$ cat src/rtl/fetch_prefetch_unit.sv
// Instruction-fetch front end: owns the fetch PC, issues word requests to
// instruction memory and buffers in-order responses in a PC-tagged prefetch
// FIFO. Redirects flush the FIFO and drop responses still in flight.
module fetch_prefetch_unit #(
    parameter int              XLEN     = 32,
    parameter int              ADDR_W   = 8,
    parameter int              DEPTH    = 4,
    parameter logic [XLEN-1:0] RESET_PC = 32'h0000_0000
) (
    input  logic              clk,
    input  logic              reset,
    input  logic              fetch_en,
    input  logic              redirect_valid,
    input  logic [XLEN-1:0]   redirect_pc,
    output logic              imem_req_valid,
    input  logic              imem_req_ready,
    output logic [ADDR_W-1:0] imem_addr,
    input  logic              imem_rsp_valid,
    input  logic [31:0]       imem_rsp_data,
    output logic              instr_valid,
    input  logic              instr_ready,
    output logic [31:0]       instr,
    output logic [XLEN-1:0]   instr_pc,
    output logic [XLEN-1:0]   instr_pc_plus4,
    output logic              misalign_err
);

    localparam int CW = $clog2(DEPTH + 1);
    localparam int PW = $clog2(DEPTH);
    localparam logic [CW:0] DEPTH_C = (CW + 1)'(DEPTH);

    logic [XLEN-1:0] fetch_pc_q, fetch_pc_d;
    logic [XLEN-1:0] resp_pc_q, resp_pc_d;
    logic [CW-1:0]   out_q, out_d;
    logic [CW-1:0]   drop_q, drop_d;
    logic [CW-1:0]   cnt_q, cnt_d;
    logic [PW-1:0]   wr_q, wr_d;
    logic [PW-1:0]   rd_q, rd_d;
    logic            mis_q, mis_d;

    logic [31:0]     mem_data [DEPTH];
    logic [XLEN-1:0] mem_pc   [DEPTH];

    logic [CW:0] credit_used;
    logic        accept;
    logic        push;
    logic        pop;

    // Credit: FIFO slots already taken plus live (non-dropped) requests in flight.
    // drop_q never exceeds out_q, so the subtraction cannot underflow.
    assign credit_used = {1'b0, cnt_q} + {1'b0, out_q} - {1'b0, drop_q};

    assign imem_req_valid = reset & fetch_en & ~redirect_valid
                          & ({1'b0, out_q} < DEPTH_C) & (credit_used < DEPTH_C);
    assign imem_addr      = fetch_pc_q[ADDR_W+1:2];
    assign accept         = imem_req_valid & imem_req_ready;
    assign push           = imem_rsp_valid & (drop_q == '0) & ~redirect_valid;
    assign pop            = (cnt_q != '0) & instr_ready & ~redirect_valid;

    // Head outputs are forced to zero whenever the FIFO is empty.
    assign instr_valid    = (cnt_q != '0);
    assign instr          = instr_valid ? mem_data[rd_q] : '0;
    assign instr_pc       = instr_valid ? mem_pc[rd_q] : '0;
    assign instr_pc_plus4 = instr_valid ? mem_pc[rd_q] + XLEN'(4) : '0;
    assign misalign_err   = mis_q;

    // Next-state: issue/response/pop bookkeeping, with redirect overriding all.
    always_comb begin
        fetch_pc_d = fetch_pc_q;
        resp_pc_d  = resp_pc_q;
        out_d      = out_q + CW'(accept) - CW'(imem_rsp_valid);
        drop_d     = drop_q;
        cnt_d      = cnt_q + CW'(push) - CW'(pop);
        wr_d       = wr_q;
        rd_d       = rd_q;
        mis_d      = redirect_valid & (redirect_pc[1:0] != 2'b00);

        if (accept)
            fetch_pc_d = fetch_pc_q + XLEN'(4);
        if (imem_rsp_valid && drop_q != '0)
            drop_d = drop_q - CW'(1);
        if (push) begin
            resp_pc_d = resp_pc_q + XLEN'(4);
            wr_d      = wr_q + PW'(1);
        end
        if (pop)
            rd_d = rd_q + PW'(1);

        if (redirect_valid) begin
            fetch_pc_d = {redirect_pc[XLEN-1:2], 2'b00};
            resp_pc_d  = {redirect_pc[XLEN-1:2], 2'b00};
            // Everything still outstanding is stale; a response landing now is too.
            drop_d     = out_q - CW'(imem_rsp_valid);
            cnt_d      = '0;
            wr_d       = '0;
            rd_d       = '0;
        end
    end

    // Control state registers.
    always_ff @(posedge clk or negedge reset) begin
        if (!reset) begin
            fetch_pc_q <= RESET_PC;
            resp_pc_q  <= RESET_PC;
            out_q      <= '0;
            drop_q     <= '0;
            cnt_q      <= '0;
            wr_q       <= '0;
            rd_q       <= '0;
            mis_q      <= 1'b0;
        end else begin
            fetch_pc_q <= fetch_pc_d;
            resp_pc_q  <= resp_pc_d;
            out_q      <= out_d;
            drop_q     <= drop_d;
            cnt_q      <= cnt_d;
            wr_q       <= wr_d;
            rd_q       <= rd_d;
            mis_q      <= mis_d;
        end
    end

    // FIFO storage; contents are only observable through cnt_q, so no reset.
    always_ff @(posedge clk) begin
        if (push) begin
            mem_data[wr_q] <= imem_rsp_data;
            mem_pc[wr_q]   <= resp_pc_q;
        end
    end

endmodule

$ cat config.mk
export PLATFORM = sky130hd
export DESIGN_NAME = fetch_prefetch_unit
export DESIGN_NICKNAME = d
export VERILOG_FILES = /design/src/rtl/fetch_prefetch_unit.sv
export SDC_FILE = /design/constraint.sdc
export NUM_CORES = 1
export LEC_CHECK = 0
export BUFFER_PORTS_ARGS = -buffer_cell sky130_fd_sc_hd__buf_4
export CORE_ASPECT_RATIO = 1.2
export CORE_UTILIZATION = 58
export CTS_CLUSTER_DIAMETER = 30
export DETAILED_ROUTE_END_ITERATION = 7
export PLACE_DENSITY = 0.88
export SLEW_MARGIN = 30
export SYNTH_ARGS = -nofsm -noshare
export SYNTH_HDL_FRONTEND = slang
export SYNTH_SLANG_ARGS = --single-unit
$ cat constraint.sdc
create_clock -name clk -period 5.69 [get_ports clk]
set_clock_uncertainty 0.2 [all_clocks]
set_input_delay 0.8535 -clock clk [delete_from_list [all_inputs] [get_ports clk]]
set_output_delay 0.8535 -clock clk [all_outputs]
set_load 0.05 [all_outputs]
* Yosys cells after proc, flatten, opt, wreduce, memory -nomap -nowiden
Memories as Yosys holds them, arrays and structs flattened. Cells that the tools add are included.
Storage, ports and cells: flip-flop bits (word level) 78, memory bits (writable) 256, bits of input ports 71, logic and storage cells 61, memories 2
Memories:
- mem_data | depth 4, bits a word 32, rd ports 1, clocked after memory_dff 0, wr ports 1, RTL line 41 | logic [31:0] mem_data [DEPTH];
- mem_pc | depth 4, bits a word 32, rd ports 1, clocked after memory_dff 0, wr ports 1, RTL line 42 | logic [XLEN-1:0] mem_pc [DEPTH];
Cells by class: add/subtract/negate cells 13, magnitude comparators 2, muxes and demuxes 16, bitwise logic cells 11, reduce and logical (&&, ||, !) cells 9
Operators with widths (count):
- two-way mux 32 bit | 7
- adder 32 x 3 -> 32 bit (second input constant) | 3
- AND 1 bit | 10
- nonzero test 2 bit | 5
- two-way mux 3 bit | 3
- subtractor 3 x 1 -> 3 bit | 3
- two-way mux 2 bit | 4
- adder 3 x 1 -> 3 bit | 2
- nonzero test 3 bit | 2
- adder 2 x 1 -> 2 bit (second input constant) | 2
- adder 3 x 3 -> 4 bit | 1
- less-than comparator 4 x 3 -> 1 bit (second input constant) | 1
- subtractor 4 x 3 -> 4 bit | 1
- logical NOT 3 bit | 1
- less-than comparator 3 bit (second input constant) | 1
- subtractor 3 x 1 -> 3 bit (second input constant) | 1
- two-way mux 1 bit | 2
- logical AND 1 bit | 1
- inverter 1 bit | 1

* Longest topological paths before layout
Gate-level depths: netlist of run 1.
word-level depth 7, depth in mapped cells 15, depth with buffers taken out 15

* Least setup slack after synthesis of run 1
Ideal clock, no wire load.
path kind register -> output, start point register rd_q[0], end point output instr_pc_plus4[26], data arrival time 3.105 ns, data required time 4.637 ns, path slack 1.531 ns, cell stages (with the launch flop) 10, path buffers 3, cells stage by stage dfrtp_1 -> buf_6 -> buf_12 -> buf_4 -> mux4_2 -> ha_1 -> nand4_2 -> or4_4 -> or4b_1 -> mux2_1
Between the ends: cells in the longest elaborated chain, start to end 3
RTL lines:
- from (decl) | RTL line 38 | logic [PW-1:0] rd_q, rd_d;
- from (signal assigned) | RTL line 118 | rd_q <= rd_d;
- memory (4 x 32 bit)
- adder 32 x 3 -> 32 bit | RTL line 64 | assign instr_pc_plus4 = instr_valid ? mem_pc[rd_q] + XLEN'(4) : '0;
- two-way mux 32 bit | RTL line 64
- to (decl) | RTL line 24 | output logic [XLEN-1:0] instr_pc_plus4,
No other way between the ends.

* Final worst setup path of run 1
Ends and elaborated chain as after synthesis.

==> summary.txt, run 1 <==
status = finished clean
Max-Cap Viols = 0
first-pass GRT wire length = 47900 um
crit-path max cell delay = 800 ps
Mapped Cells = 861
grt total ovfl = 0
width of the die = 140 um
core outline area = 22400 sq um
Max FO, Critical Path = 30
gr usage total = 27.2%
post-synthesis sequential area ratio = 66.0%
Max Fclk = 203 MHz
DRT Pass-1 Iters = 6
Post-DRT Antenna Nets = 0
cts hold-fix bufs = 0
# resized after CTS = 0
DP Cell Count = 1291
layout cells sized above 1 = 31.4%
Startpoint Class = flop
Hold WC Path Type = input pin to asynchronous set/reset pin
clk_lat worst skew = 520 ps
number of synthesized flops with an enable pin = 248
FFs w/ async S/R, synth = 17.3%
Syn Area/Cell = 15.4 sq um
number of buffers added on ports = 173
Final setup violation count = 0
RSZ-0062 raised after global routing = false
CTS Sinks = 300
worst slew pin tran = 918 ps
maximum VDD drop = 283 uV
vias in the first global route = 8553
Hold Vio Cnt, Final = 0
drt drc = 0
antenna violations before repair = 0
worst path required time = 4640 ps
Reg clk slew, reported paths = 60 ps
Initial Utilization = 59.0%
H-tree levels = 2
Detailed Place HPWL = 19300 um
drt via density = 6.12
CTS Root Buffer Type = clkbuf_16
max-slew violation count = 0
Post-Layout Cell Count = 1361
Vias = 8325
Synth Flop Type = edfxtp_1
chip height = 168 um
CTS tree = yes
routability cong. = 0.843
CTS Buf Count = 38
total leakage power = 5.93 nW
Post-Syn Area = 13300 sq um
time the worst path needs with I/O delays and setup = 4920 ps
CP Capture Type = primary output
maximum buffer depth of the clock tree = 3
Final TNS setup = 0 ps
Initial DRC Count = 789
post-synthesis register bit count = 300
Cell Rows = 60
final period utilization = 86.5%
crit-path cells = mux4_2, ha_1, nand4_2, or4_4, or4b_1, mux2_1, buf_4
nets@finish = 1145
# fillers = 1316
area grow syn2layout = 21.7%
drt wl/cell = 22.7 um
Arr. time, crit path = 3870 ps
PD cells = 511 nW/um^2
Synth Warn # = 0
final design utilization = 71.9%
slowest CP cell = dfrtp_4
post-CTS setup buffers = 0
IO Pins = 178
Crit Path Class = flop to primary output
largest net degree at the start of global routing = 63
final wirelength = 30900 um
Yosys cell types = 58
slew margin rel. = 38.8%
Die ar. = 23500 sq um
## cell type report
class | count | area (sq um) | share of cell area, %
clock buffers | 42 | 966 | 5.99
flip-flops and latches | 300 | 8750 | 54.3
multi-input cells | 495 | 4230 | 26.2
diodes | 1 | 2.50 | 0.0155
inverters | 31 | 116 | 0.721
clock inverters | 27 | 320 | 1.99
repair buffers | 186 | 1400 | 8.66
well taps | 279 | 349 | 2.16
## power by group
part / switching, mW / leakage (nW) / internal [mW]
Clock: 0.971 / 0.624 / 1.45
Combinational: 2.09 / 2.45 / 1.06
Sequential: 0.169 / 2.85 / 2.51
## critical path: cells and delay by family, from the launching register on
kind | cells | cell delay [ps]
and+or+nand+nor | 3 | 1320
buffers and inverters | 1 | 190
muxes | 2 | 740
adders and majority gates | 1 | 280
DFF | 1 | 800
## placed cells by master, fill, tap and decap left out, drive strengths merged, types with 6 or more instances in the layout
master / netlist / routed
dfrtp: 52 / 52
mux4: 62 / 62
and4: 8 / 8
ha: 18 / 18
clkbuf: 22 / 42
a21o: 6 / 6
edfxtp: 248 / 248
mux2: 15 / 15
xor2: 19 / 19
clkinv: 0 / 11
nand3: 29 / 29
nand2: 48 / 48
nor4: 9 / 9
nor3: 18 / 18
and2: 66 / 66
o21ai: 20 / 20
nor2: 60 / 60
a21oi: 10 / 10
xnor2: 24 / 24
and3: 14 / 14
a31oi: 9 / 9
inv: 31 / 41
nand4: 18 / 18
buf: 16 / 186
## sequential cells by signal, indices dropped and copies added (netlist names)
signal and count:
mem_data 128, cnt_q 3, fetch_pc_q 8, rd_q 2
drop_q 3, resp_pc_q 30, mem_pc 120, wr_q 2
out_q 3, misalign_err 1
## kinds of logic after synthesis
group | synth area share (%)
fa+ha+maj | 2.30
mux | 12.1
buf+inv | 2.38
simple gates | 11.8
compound gates | 2.51
xor+xnor | 2.84
flops | 66.0
other cells | 0.0283
## Yosys cell counts, types with 9 or more instances
master	instances	area, sq um
edfxtp_1	248	7450
and2_1	66	413
mux4_2	62	1400
nor2_1	60	225
dfrtp_1	52	1300
nand2_1	48	180
inv_1	30	113
nand3_1	28	140
xnor2_1	24	210
clkbuf_1	22	82.6
o21ai_0	19	95.1
xor2_1	19	166
ha_1	18	225
nor3_1	18	90.1
nand4_1	16	100
and3_1	14	87.6
mux2_2	12	135
a21oi_1	10	50.1
a31oi_1	9	56.3
## final timing paths
kind                                 endpoint         startpoint  depth (start not counted)  slack [ps]
max in group asynchronous             rd_q[0]              reset                          2        4500
max reg2reg                          out_q[2]           out_q[1]                         15        1270
min in group clk              mem_data[1][19]  imem_rsp_data[19]                          1         330
max                        instr_pc_plus4[26]            rd_q[0]                          7         770
min reg2reg                          out_q[2]           out_q[1]                          1         340
min                             resp_pc_q[13]              reset                          2         280
## through the flow
step                area [sq um]  hold slack, ps  total power, mW  setup WS, ps
finish                     16100             278             8.25           770
global route               16100             318             8.53           563
CTS                        16100             299             8.27           717
detailed placement         14800             337             5.84          1270
global placement           14800             318             5.77          1370
floorplan                  13300             289             4.95          1530
## layer usage
metal	vias up	global-route usage, %	part of all wire, %
met5	-	0	0
met4	0	10.1	3.0
met3	76	4.63	7.9
met2	463	48.0	52
met1	4133	33.7	37
li1	3653	-	-
(Power assumes the default switching activity.)
==> run 2: changes to the inputs <==
--- a/config.mk
+++ b/config.mk
@@ -6,8 +6,10 @@
 export NUM_CORES = 1
 export LEC_CHECK = 0
 export BUFFER_PORTS_ARGS = -buffer_cell sky130_fd_sc_hd__buf_4
+export CELL_PAD_IN_SITES_DETAIL_PLACEMENT = 0
+export CELL_PAD_IN_SITES_GLOBAL_PLACEMENT = 1
 export CORE_ASPECT_RATIO = 1.2
-export CORE_UTILIZATION = 58
+export CORE_UTILIZATION = 48
 export CTS_CLUSTER_DIAMETER = 30
 export DETAILED_ROUTE_END_ITERATION = 7
 export PLACE_DENSITY = 0.88
==> constraint.sdc (replaced) <==
create_clock -name clk -period 5.69 [get_ports clk]
set_clock_uncertainty 0.2 [all_clocks]
set_input_delay 0.8535 -clock clk [delete_from_list [all_inputs] [get_ports clk]]
set_output_delay 0.8535 -clock clk [all_outputs]
set_load 0.005 [all_outputs]
==> run 2 against run 1 <==
Non-clock buffer count unchanged. Fmax down 0.64%. Highest routed layer unchanged. Cell area up 4.6%. Sequential share of layout area down 2.4 points. Critical path type unchanged. Combinational power down 37%. Register-to-register slack worse by 20 ps. Global-route usage down 5.7 points. Utilization down 9.6 points. Final cell count up 7.1%. Wire length down 4.2%. Critical endpoint unchanged. Total power down 2.4%.
==> summary.txt, run 2 (synthesized netlist as in run 1, its figures left out) <==
post-CTS setup buffers = 0 (unchanged)
number of buffers added on ports = 173 (unchanged)
Post-DRT Antenna Nets = 0 (unchanged)
DP Cell Count = 1352 (+4.7%)
clk_lat worst skew = 570 ps (+50 ps)
area grow syn2layout = 27.2%
width of the die = 154 um (+9.8%)
maximum buffer depth of the clock tree = 3 (unchanged)
gr usage total = 21.5% (-5.7 points)
setup slack, reg-to-reg = 1250 ps (-20 ps)
worst path required time = 4640 ps (about the same)
Max-Cap Viols = 0 (unchanged)
Cell Rows = 66 (+10%)
CP Capture Type = primary output
antenna cells = 0 (-1)
Hold WC Path Type = input pin to asynchronous set/reset pin
Crit Reg-Reg Endpoint = out_q[2]
routing usage on met2 = 35.7% (-12 points)
Post-Layout Cell Count = 1458 (+7.1%)
status = finished clean
maximum VDD drop = 271 uV (-4.0%)
biggest regs = mem_data x128, mem_pc x120, resp_pc_q x30
Initial DRC Count = 657 (-17%)
R2R depth = 15 (unchanged)
commonest non-fill, non-tap cell in the layout = edfxtp_1
M1 GR Usage = 28.3% (-5.4 points)
Detailed Place HPWL = 18300 um (-5.0%)
# resized after CTS = 0 (unchanged)
gr busiest metal = met2
drt drc = 0 (unchanged)
IO Pins = 178 (unchanged)
Initial Utilization = 48.9% (-10 points)
total leakage power = 6.25 nW (+5.5%)
drt wl/cell = 20.3 um (-11%)
vias in the first global route = 8272 (-3.3%)
max-slew violation count = 0 (unchanged)
final design utilization = 62.3% (-9.6 points)
cts hold-fix bufs = 0 (unchanged)
first-pass GRT wire length = 46100 um (-3.7%)
largest reg by FF count = mem_data
Max FO, Critical Path = 30 (unchanged)
PD cells = 477 nW/um^2 (-6.6%)
core outline area = 27100 sq um (+21%)
DRT Pass-1 Iters = 6 (unchanged)
Crit Path Class = flop to primary output
most frequent cells in the layout = edfxtp_1 (248), buf_4 (186), and2_1 (66)
GRT met3 Usage = 4.62% (-0.012 points)
routability cong. = 0.820 (-2.7%)
CTS tree = yes
Hold Vio Cnt, Final = 0 (unchanged)
slew margin rel. = 40.8% (+2.0 points)
Startpoint Class = flop
chip height = 184 um (+9.8%)
largest net degree at the start of global routing = 62 (-1.6%)
Reg clk slew, reported paths = 50 ps (about the same)
Arr. time, crit path = 3900 ps (+30 ps)
drt via density = 5.53 (-9.6%)
nets@finish = 1163 (+1.6%)
Final TNS setup = 0 ps (unchanged)
grt total ovfl = 0 (unchanged)
Max Fclk = 202 MHz (-0.64%)
worst slew pin tran = 880 ps (-37.8 ps)
final period utilization = 87.0% (+0.55 points)
RSZ-0062 raised after global routing = false
time the worst path needs with I/O delays and setup = 4950 ps (+31.5 ps)
Vias = 8065 (-3.1%)
Final setup violation count = 0 (unchanged)
Die ar. = 28300 sq um (+21%)
CTS Buf Count = 56 (+47%)
antenna violations before repair = 0 (unchanged)
max FFs per register = 128 (unchanged)
H-tree levels = 2 (unchanged)
layout cells sized above 1 = 33.5% (+2.1 points)
R2R Path Start = out_q[1]
CTS Sinks = 300 (unchanged)
CTS Root Buffer Type = clkbuf_16
final wirelength = 29600 um (-4.2%)
## run 2: layout make-up
class | instances | area [sq um]
Clock inverter | 42 | 478
Multi-Input combinational cell | 495 | 4210
Inverter | 31 | 116
Timing Repair Buffer | 186 | 1400
Tap cell | 340 | 425
Fill cell | 1966 | 10200
Clock buffer | 64 | 1480
Sequential cell | 300 | 8750
## run 2: layer usage
layer  up-vias  routed length (um)
li1       3717                   -
met1      3985               12300
met2       309               14600
met3        54                1980
met4         0                 729
met5         -                   0
## run 2: how the worst max path moves through the flow
| stage | cells past startpoint | from | end | slack (ps) |
|---|---|---|---|---|
| after floorplan | 15 | out_q[1] | out_q[2] | 1540 |
| after global placement | 15 | out_q[1] | out_q[2] | 1340 |
| after global routing | 7 | rd_q[1] | instr_pc_plus4[26] | 630 |
| after detailed placement | 15 | out_q[1] | out_q[2] | 1250 |
| after CTS | 7 | rd_q[1] | instr_pc_plus4[26] | 720 |
| final | 7 | rd_q[1] | instr_pc_plus4[26] | 740 |
## run 2: report_power, final
group | total [mW] | internal [mW] | switching, mW
clock network | 3.37 | 2.13 | 1.24
registers | 2.67 | 2.51 | 0.163
logic | 2.00 | 1.03 | 0.979
## run 2: stage by stage
step / power (mW) / hold WS, ps / worst slack (ps) / area, sq um
floorplan: 3.88 / 289 / 1540 / 13300
global placement: 4.69 / 316 / 1340 / 14900
detailed placement: 4.72 / 337 / 1250 / 14900
CTS: 8.11 / 270 / 715 / 16900
global route: 8.40 / 267 / 625 / 16900
finish: 8.05 / 254 / 738 / 16900
## run 2: critical path, stage by stage (launching register included)
cell and delay (ps):
dfrtp_2 850, mux4_2 410, ha_1 260, nand4_2 150, or4_4 590, or4b_1 550, mux2_1 360, buf_4 150
==> run 3: changes to the inputs <==
--- a/config.mk
+++ b/config.mk
@@ -12,7 +12,8 @@
 export CORE_UTILIZATION = 48
 export CTS_CLUSTER_DIAMETER = 30
 export DETAILED_ROUTE_END_ITERATION = 7
-export PLACE_DENSITY = 0.88
+export PLACE_DENSITY_LB_ADDON = 0.1
+export SKIP_LAST_GASP = 1
 export SLEW_MARGIN = 30
 export SYNTH_ARGS = -nofsm -noshare
 export SYNTH_HDL_FRONTEND = slang
==> constraint.sdc (replaced) <==
create_clock -name clk -period 5.69 [get_ports clk]
set_clock_uncertainty 0.2 [all_clocks]
set_input_delay 0.2845 -clock clk [delete_from_list [all_inputs] [get_ports clk]]
set_output_delay 0.2845 -clock clk [all_outputs]
set_load 0.005 [all_outputs]
==> run 3 against run 2 <==
Combinational power hardly changed. Register-to-register slack worse by 70 ps. Clock-buffer cell count shrank 10. Fmax grew 9.9%. First-iteration DRC count down 35%. Worst setup slack improved by 440 ps. Flip-flop and latch count is the same. Via count rose by 0.11%.
==> summary.txt, run 3 (synthesized netlist as in run 1, its figures left out) <==
status = finished clean
PD cells = 450 nW/um^2 (-5.8%)
drt wl/cell = 19.0 um (-6.5%)
R2R depth = 15 (unchanged)
clk_lat worst skew = 550 ps (-20 ps)
CP Buf/Inv Count = 5 (+4)
core outline area = 27100 sq um (unchanged)
cts hold-fix bufs = 67 (+67)
worst path required time = 5960 ps (+1320 ps)
gr usage total = 20.9% (-0.61 points)
Max-Cap Viols = 0 (unchanged)
RSZ-0062 raised after global routing = false
Arr. time, crit path = 4780 ps (+880 ps)
CTS Buf Count = 51 (-8.9%)
CTS tree = yes
R2R Path Start = out_q[1]
width of the die = 154 um (unchanged)
max FFs per register = 128 (unchanged)
largest net degree at the start of global routing = 64 (+3.2%)
# resized after CTS = 0 (unchanged)
area of the multi-input gates = 4220 sq um (+0.15%)
drt drc = 0 (unchanged)
H-tree levels = 2 (unchanged)
slew margin rel. = 35.9% (-4.9 points)
Vias = 8074 (+0.11%)
WHS Path Cells = 2
crit-path cells = inv_1, fa_1, inv_1, ha_1, and3b_1, or4b_2, a311oi_2, inv_1, ha_1, inv_1, ha_1, inv_1, fa_1, xnor2_1, xnor2_1
Final TNS setup = 0 ps (unchanged)
Initial Utilization = 48.9% (unchanged)
commonest non-fill, non-tap cell in the layout = edfxtp_1
routability cong. = 0.770 (-6.1%)
Final setup violation count = 0 (unchanged)
layout cells sized above 1 = 31.4% (-2.1 points)
drt via density = 5.34 (-3.5%)
Post-Layout Cell Count = 1513 (+3.8%)
most frequent CP cell = inv_1
Hold WC Path Type = input pin to flop
Cell Rows = 66 (unchanged)
DRT Pass-1 Iters = 4 (-2)
antenna violations before repair = 1 (+1)
area grow syn2layout = 31.0%
setup slack, reg-to-reg = 1180 ps (-70 ps)
max-slew violation count = 0 (unchanged)
slowest CP cell = a311oi_2
maximum buffer depth of the clock tree = 3 (unchanged)
final period utilization = 79.2% (-7.8 points)
Detailed Place HPWL = 18000 um (-1.7%)
crit-path max cell delay = 670 ps (-180 ps)
Die ar. = 28300 sq um (unchanged)
total leakage power = 6.42 nW (+2.7%)
Startpoint Class = flop
Critical Path Source = out_q[1]
number of buffers added on ports = 173 (unchanged)
CP Capture Type = flop
CP Depth = 15 (+8)
CTS Sinks = 300 (unchanged)
minimum hold slack = 34.5 ps (-219 ps)
Reg area = 8750 sq um (unchanged)
Max Fclk = 222 MHz (+9.9%)
Crit Path Class = flop to flop
maximum VDD drop = 278 uV (+2.5%)
grt total ovfl = 0 (unchanged)
largest reg by FF count = mem_data
time the worst path needs with I/O delays and setup = 4510 ps (-444 ps)
Crit Reg-Reg Endpoint = out_q[2]
Hold Vio Cnt, Final = 0 (unchanged)
most frequent cells in the layout = edfxtp_1 (248), buf_4 (183), dlygate4sd3_1 (67)
biggest regs = mem_data x128, mem_pc x120, resp_pc_q x30
Post-DRT Antenna Nets = 0 (unchanged)
CP top delay family = adder cells
worst slew pin tran = 962 ps (+81.6 ps)
Initial DRC Count = 425 (-35%)
CTS Root Buffer Type = clkbuf_16
worst setup path endpoint = out_q[2]
post-CTS setup buffers = 0 (unchanged)
IO Pins = 178 (unchanged)
final wirelength = 28700 um (-3.0%)
chip height = 184 um (unchanged)
first-pass GRT wire length = 45000 um (-2.4%)
Reg clk slew, reported paths = 50 ps (about the same)
# fillers = 2037 (+3.6%)
nets@finish = 1222 (+5.1%)
vias in the first global route = 8360 (+1.1%)
DP Cell Count = 1349 (-0.22%)
Max FO, Critical Path = 10 (-67%)
-- run 3: cell types whose count changed in the layout (fill, tap and decap cells not counted), sizes merged --
cell / previous run / this run
clkbuf: 64 / 54
inv: 56 / 45
clkinvlp: 4 / 9
bufinv: 4 / 5
dlygate4sd3: 0 / 67
diode: 0 / 1
buf: 186 / 183
clkinv: 9 / 14
-- run 3: worst register-to-register path, stage by stage (launching register included) --
cell and delay [ps]:
dfrtp_1 410, inv_1 100, fa_1 540, inv_1 40
ha_1 270, and3b_1 190, or4b_2 650, a311oi_2 670
inv_1 120, ha_1 290, inv_1 50, ha_1 130
inv_1 50, fa_1 370, xnor2_1 200, xnor2_1 150
-- run 3: area by class of cell --
| cell class | instances | area share [%] |
|---|---|---|
| Sequential cell | 300 | 50.4 |
| Timing Repair Buffer | 250 | 11.8 |
| Clock buffer | 54 | 7.54 |
| Multi-Input combinational cell | 495 | 24.3 |
| Tap cell | 340 | 2.45 |
| Clock inverter | 42 | 2.83 |
| Antenna cell | 1 | 0.0144 |
| Inverter | 31 | 0.670 |
-- run 3: per-layer routing --
layer	GRT usage [%]	share of wire [%]	vias up
met1	26.2	43	3990
met5	0	0	-
met4	7.64	2.6	0
met3	3.89	4.7	47
met2	36.3	50	220
li1	-	-	3817
-- run 3: how the worst min path moves through the flow --
| stage | startpoint | to |
|---|---|---|
| floorplan | reset | cnt_q[0] |
| global placement | imem_rsp_data[31] | mem_data[0][31] |
| detailed placement | imem_rsp_data[0] | mem_data[0][0] |
| CTS | redirect_valid | rd_q[0] |
| global route | redirect_valid | rd_q[0] |
| finish | redirect_valid | wr_q[0] |
-- run 3: stage by stage --
step | worst slack [ps] | instance area, sq um | total power [mW] | utilization [%]
final | 1180 | 17400 | 7.81 | 64.1
after global routing | 947 | 17400 | 8.19 | 64.1
after CTS | 1120 | 17400 | 7.89 | 64.1
after detailed placement | 1170 | 14900 | 4.73 | 54.9
after global placement | 1280 | 14900 | 4.72 | 54.9
after floorplan | 1540 | 13300 | 3.88 | -
-- run 3: report_power, final --
part	switching, mW	internal, mW	leakage (nW)	total, mW
clock	1.14	1.96	0.853	3.10
sequential	0.175	2.51	2.85	2.68
combinational	0.967	1.05	2.72	2.02
total	2.29	5.52	6.42	7.81
